`src/rtl/mux_arb_pkg.sv`:
```
// +--------------------------------------------------------------------------+
// | mux_arb_pkg : shared constants and helpers for the mux round-robin arbiter |
// | Revision    : 1.0                                                         |
// +--------------------------------------------------------------------------+
`default_nettype none

package mux_arb_pkg;

  localparam int N_REQ = 4;
  localparam int IDX_W = 2;

  localparam logic [0:0] ST_IDLE  = 1'b0;
  localparam logic [0:0] ST_GRANT = 1'b1;

  localparam int DEF_MAX_HOLD = 8;

  function automatic logic [N_REQ-1:0] idx2oh(input logic [IDX_W-1:0] idx);
    return 4'b0001 << idx;
  endfunction

endpackage

`default_nettype wire

```
`src/rtl/mux_rr_arbiter_rr_next4.sv`:
```
// +--------------------------------------------------------------------------+
// | rr_next4 : combinational 4-way round-robin pick starting after 'last'     |
// | Revision : 1.0                                                            |
// +--------------------------------------------------------------------------+
`default_nettype none

module rr_next4
  import mux_arb_pkg::*;
(
  input  logic [N_REQ-1:0] req,
  input  logic [N_REQ-1:0] mask,
  input  logic [IDX_W-1:0] last,
  output logic             found,
  output logic [IDX_W-1:0] idx
);

  logic [N_REQ-1:0] cand;
  logic [IDX_W-1:0] pos;

  // A set mask bit removes that requester from the pick.
  assign cand  = req & ~mask;
  assign found = |cand;

  // Walk from the farthest candidate to the nearest so the nearest wins.
  always_comb begin
    idx = '0;
    pos = '0;
    for (int k = N_REQ; k >= 1; k--) begin
      pos = last + IDX_W'(k);
      if (cand[pos]) idx = pos;
    end
  end

endmodule

`default_nettype wire

```
`src/rtl/mux_rr_arbiter.sv`:
```
// +--------------------------------------------------------------------------+
// | mux_rr_arbiter : round-robin owner of the 4:1 mux selects, hold-limited   |
// | Revision       : 1.0                                                      |
// +--------------------------------------------------------------------------+
`default_nettype none

module mux_rr_arbiter
  import mux_arb_pkg::*;
#(
  parameter int MAX_HOLD = DEF_MAX_HOLD,
  parameter int CNT_W    = 8
) (
  input  logic             clk,
  input  logic             rst_n,
  input  logic [N_REQ-1:0] req,
  input  logic             en,
  output logic [N_REQ-1:0] gnt,
  output logic             s0,
  output logic             s1,
  output logic             busy
);

  localparam logic [CNT_W-1:0] C_HOLD_LAST = CNT_W'(MAX_HOLD - 1);

  logic [0:0]       state_q, state_d;
  logic [N_REQ-1:0] gnt_q,   gnt_d;
  logic [IDX_W-1:0] sel_q,   sel_d;
  logic             busy_q,  busy_d;
  logic [IDX_W-1:0] last_q,  last_d;
  logic [CNT_W-1:0] hold_q,  hold_d;

  logic [N_REQ-1:0] w_mask;
  logic             w_found;
  logic [IDX_W-1:0] w_idx;

  // While granting, last_q is the owner; exclude it from any new pick.
  assign w_mask = (state_q == ST_GRANT) ? idx2oh(last_q) : '0;

  rr_next4 u_pick (
    .req   (req),
    .mask  (w_mask),
    .last  (last_q),
    .found (w_found),
    .idx   (w_idx)
  );

  always_comb begin
    state_d = state_q;
    gnt_d   = gnt_q;
    sel_d   = sel_q;
    busy_d  = busy_q;
    last_d  = last_q;
    hold_d  = hold_q;
    if ((state_q == ST_IDLE) || !req[last_q] || (hold_q == C_HOLD_LAST)) begin
      if (en && w_found) begin
        state_d = ST_GRANT;
        gnt_d   = idx2oh(w_idx);
        sel_d   = w_idx;
        busy_d  = 1'b1;
        last_d  = w_idx;
        hold_d  = '0;
      end else if (state_q == ST_GRANT && !req[last_q]) begin
        state_d = ST_IDLE;
        gnt_d   = '0;
        busy_d  = 1'b0;
      end else if (state_q == ST_GRANT && en) begin
        // Expiry with nobody waiting: owner keeps the mux, window restarts.
        hold_d = '0;
      end
    end else begin
      hold_d = hold_q + 1'b1;
    end
  end

  always_ff @(posedge clk or negedge rst_n) begin
    if (!rst_n) begin
      state_q <= ST_IDLE;
      gnt_q   <= '0;
      sel_q   <= '0;
      busy_q  <= 1'b0;
      last_q  <= IDX_W'(N_REQ - 1);
      hold_q  <= '0;
    end else begin
      state_q <= state_d;
      gnt_q   <= gnt_d;
      sel_q   <= sel_d;
      busy_q  <= busy_d;
      last_q  <= last_d;
      hold_q  <= hold_d;
    end
  end

  assign gnt  = gnt_q;
  assign s0   = sel_q[1];
  assign s1   = sel_q[0];
  assign busy = busy_q;

endmodule

`default_nettype wire
```
`config.mk`:
```
export PLATFORM = sky130hd
export DESIGN_NAME = mux_rr_arbiter
export DESIGN_NICKNAME = d
export VERILOG_FILES = /design/src/rtl/mux_arb_pkg.sv /design/src/rtl/mux_rr_arbiter_rr_next4.sv /design/src/rtl/mux_rr_arbiter.sv
export SDC_FILE = /design/constraint.sdc
export NUM_CORES = 1
export LEC_CHECK = 0
export BUFFER_PORTS_ARGS = -buffer_cell sky130_fd_sc_hd__buf_2
export CAP_MARGIN = 20
export CORE_AREA = 2 2 46 48
export DETAILED_ROUTE_END_ITERATION = 6
export DIE_AREA = 0 0 48 50
export PLACE_DENSITY = 0.77
export SYNTH_ARGS = -nofsm -noshare
export SYNTH_HDL_FRONTEND = slang
export SYNTH_HIERARCHICAL = 1
export SYNTH_SLANG_ARGS = --single-unit
```
`constraint.sdc`:
```
create_clock -name clk -period 4.1 [get_ports clk]
set_input_delay 0.82 -clock clk [delete_from_list [all_inputs] [get_ports clk]]
set_output_delay 0.82 -clock clk [all_outputs]
set_load 0.005 [all_outputs]
```
; Word-level counts from Yosys, hierarchy flattened
; Index checks and enable logic that the tools add are counted.
[totals]
regBits = 17
latch_bits = 0
ramBits = 0
romBits = 0
in_bits = 7
out_inout_bits = 7
elab_cells = 55
memories = 0
[classes]
n_addsub = 4
n_mul = 0
n_div = 0
n_lt_le_gt_ge = 4
eq_ne = 3
shifts = 2
muxes = 23
bitwise = 3
n_reduce_logical = 11
[ops]
columns = op, n
row1 = $mux W8, 4
row2 = $lt A2 B3 Y1 const B, 4
row3 = $mux W4, 3
row4 = $bmux W1 S2, 5
row5 = $add A8 B1 Y8 const B, 1
row6 = $eq A8 B3 Y1 const B, 1
row7 = $mux W2, 4
row8 = $shl A1 B2 Y4 const A, 2
row9 = $mux W1, 7
row10 = $reduce_and A2 Y1, 3
row11 = $add A2 B2 Y2 const B, 2
row12 = $and A4 B4 Y4, 1
row13 = $not A4 Y4, 1
row14 = $reduce_or A4 Y1, 1
row15 = $logic_and A1 B1 Y1, 3
row16 = $ne A3 B1 Y1 const B, 1
row17 = $ne A3 B3 Y1 const B, 1
row18 = $add A2 B1 Y2 const B, 1
row19 = $logic_or A1 B1 Y1, 2
row20 = $reduce_bool A2 Y1, 1
row21 = $logic_not A1 Y1, 1
row22 = $not A1 Y1, 1

; Logic depth before layout (Yosys ltp)
[logic_depth]
word_depth = 12
ltp_mapped = 10

; Hierarchy
; Netlist, hierarchy kept.
[modules_own_cells]
columns = module, n_inst, cells_each, area_per_inst_um2, seq_area_each_um2
row1 = mux_rr_arbiter, 1, 82, 923.4, 427.9
row2 = rr_next4, 1, 18, 123.9, 0.0

; Least setup slack after synthesis
; Ideal clock, no wire load.
[synth_timing]
path_type = register to register
from = reg busy (netlist name)
to = reg gnt_q[0] (netlist: gnt[0])
setup_ps = 125
arrival_ps = 2019
t_required_ps = 3975
path_slack_ps = 1956
path_stages_with_launch = 10
n_path_buf = 1
synth_period_minus_slack_ps = 2144
cell_sequence = dfrtp_1 > clkbuf_1 > inv_1 > nor3_1 > nor2b_2 > nor2_1 > nand3_1 > nand2_1 > o22ai_4 > mux2_4
[synth_rtl]
columns = item, line_no
row1 = "end signal, assigned", mux_rr_arbiter.sv:85  ; gnt_q <= gnt_d;
row2 = "end, declared", mux_rr_arbiter.sv:26  ; logic [N_REQ-1:0] gnt_q, gnt_d;

==> impl_metrics.yaml <==
drt:
  wl_per_cell_um: 14.3
  drtAntennaViolNets: 0
  wl_um: 2020
  drt_first_pass_iters: 4
  drt_iter0_drc: 15
  viasPerCell: 5.74
  vias: 810
  drc: 0
finish:
  multiInputGateArea_um2: 584
  antennaDiodeCount: 0
  area_growth_pct: 10.2
  final_cell_mix: "15 x dfrtp_1, 13 x nand2_1, 13 x buf_2, 6 x a22o_1"
  layout-drive-gt1-share: 0.281
  n_fill_cell: 181
  final_common_cell: "dfrtp_1"
  final_nets: 123
  regArea_um2: 428
logic_synthesis:
  synth_edf_count: 0
  synth_compound_area_frac: 0.185
  synthSimpleGateAreaFrac: 0.221
  synth_xor_xnor_area_share: 0.0418
  yosys.area_share.adder: 0.0119
  yosysWarnings: 6
  synthMuxAreaShare: 0.0980
  avgSynthCellArea_um2: 10.5
  synth_top_family_by_area: "simple AND/OR/NAND/NOR gates"
  synthCells: 100
  syn_area_mm2: 0.00105
  ys_types: 37
  async_flop_share: 1.00
  synth_top_flop_cell: "dfrtp_1"
  ys_ff_latch: 17
  syn_nets: 108
  ys_seq_area_frac: 0.409
setup_path:
  crit_slowest_cell: "dfrtp_1"
  crit_required_ns: 4.32
  rr_startpoint: "busy$_DFFE_PN0P_"
  path_max_fanout: 10
  r2r_slack_ns: 1.73
  cp-start-kind: "flop"
  crit_type: "reg -> reg"
  path_cells: "inv_1, nor3_1, nor2b_2, nor2_1, nand3_1, nand2_1, and3_1, mux2_4"
  rr_endpoint: "hold_q[0]$_DFFE_PN0P_"
  cp.arrival_ns: 2.60
  r2r_cells: 8
  cp-end-kind: "flop"
  cpPeakStageDelay_ns: 0.54
grt:
  grt_pass1_wl_um: 3260
  antenna_found_initial: 0
  overflow: 0
  grt_max_degree: 18
  track_usage: 0.184
  first_global_vias: 743
clock_network:
  cts.sink_count: 17
  clockBufferDepth: 2
  ctsResizeCount: 0
  ctsHoldBuffers: 0
  cts-buffers-inserted: 3
  cts-root-buf: "clkbuf_4"
  post-cts-setup-buffers: 0
  cts_tree: "built"
  htree_levels: 1
  cts.clk_slew.worst_paths_ns: 0.10
  clkLatencyLatePin_ns: 0.28
die:
  die_x_um: 48
  row_count: 16
  die_h_um: 50
  initial_utilization: 0.551
  io_pins: 14
  die_area_mm2: 0.00240
  core_area_mm2: 0.00190
power:
  p_int_uw: 418
  seq_power_share: 0.393
  p_comb_frac: 0.484
  leakage_uw: 0.000562
  p_switching_uw: 281
  power_density_mw_per_mm2: 605
  total_power_uw: 698
  clkPwrFrac: 0.124
  irDropWorstVdd_mv: 0.323
  switching_share: 0.402
hold_path:
  hp-class: "in -> async"
sta:
  tightest_slew_ns: 0.389
  drv_slew: 0
  grt_setup_unrepaired: "no"
  timing.slew.headroom: 0.740
  fin_crit_ns: 2.37
  timing.fmax_mhz: 421
  fin_skew_ns: 0.00595
  hold_viol_final: 0
  finalSetupViolations: 0
  min_period_over_period: 0.579
  fin_setup_tns_ns: 0
  setup_ws_ns: 1.73
place:
  pre_cts_slack_ns: 1.68
  globalplace.congestion: 0.771
  dp_hpwl_um: 1520
  io_buffers: 13
status:
  outcome: "complete, no violations"
run:
  maxCapViolCount: 0
[synth_stat cells (2+ instances only)]
cell	number	area (um^2)
a21oi_1	3	15.0
a22o_1	6	52.6
and3_1	3	18.8
dfrtp_1	15	375
dfstp_2	2	52.6
inv_1	4	15.0
mux2_4	4	60.1
mux2i_1	2	20.0
nand2_1	13	48.8
nand2b_1	2	12.5
nand2b_4	2	27.5
nand3_1	4	20.0
nand4_1	3	18.8
nor2_1	4	15.0
nor3_1	3	15.0
nor3b_1	3	22.5
o21ai_0	4	20.0
xnor2_1	2	17.5
xor2_1	3	26.3
[registers in the layout, summed over array words and instances, names as in the netlist]
name	cells
hold_q	8
gnt	4
last_q	2
busy	1
sel_q	2
[layer usage]
layer  track usage  up-vias  part of all wire
met4        0.0631        0            0.0050
met1         0.259      401              0.45
met2         0.278       10              0.52
met3        0.0330        2             0.020
li1              -      397                 -
met5             0        -                 0
[area by class of cell]
class / count / share of cell area
clock buffers: 3 / 0.0195
flip-flops and latches: 17 / 0.371
well taps: 27 / 0.0293
inverters: 4 / 0.0130
clock inverters: 1 / 0.00434
multi-input cells: 76 / 0.507
repair buffers: 13 / 0.0564
[critical path, delay by kind of cell, from the launching register on]
kind                   cells  cell delay, ns
and+or+nand+nor            6            1.42
DFF                        1            0.54
muxes                      1            0.20
buffers and inverters      1            0.16
[stage by stage]
stage                     cell area, um^2  hold slack [ns]   util  cells
after detailed placement             1130            0.504  0.592    137
final                                1150            0.440  0.607    141
after global placement               1130            0.491  0.592    137
after CTS                            1150            0.446  0.607    141
after global routing                 1150            0.462  0.607    141
after floorplan                      1050            0.492      -    100
[power groups by stage]
stage	combinational [uW]	clock, uW	sequential, uW
floorplan	277	0	262
global placement	328	0	273
detailed placement	338	0	277
CTS	339	89.0	274
global route	373	96.5	282
finish	338	86.4	274
[worst max path at each step]
stage	start	endpoint	slack [ns]
2_1_floorplan	busy$_DFFE_PN0P_	gnt[0]$_DFFE_PN0P_	1.96
3_3_place_gp	req[2]	gnt[2]$_DFFE_PN0P_	1.73
3_5_place_dp	req[0]	hold_q[0]$_DFFE_PN0P_	1.68
4_1_cts	busy$_DFFE_PN0P_	hold_q[0]$_DFFE_PN0P_	1.74
5_1_grt	busy$_DFFE_PN0P_	hold_q[6]$_DFFE_PN0P_	1.55
6_report	busy$_DFFE_PN0P_	hold_q[0]$_DFFE_PN0P_	1.73
[cells by family (layout without fill, tap and decap cells)]
family	count (synthesis)	after routing
AO/OA/AOI/OAI	22	22
AND/OR/NAND/NOR	41	41
buffers and inverters	7	21
multiplexers	7	7
XOR/XNOR	5	5
flip-flops	17	17
adder cells (fa/ha/maj)	1	1
(Power assumes the default switching activity.)
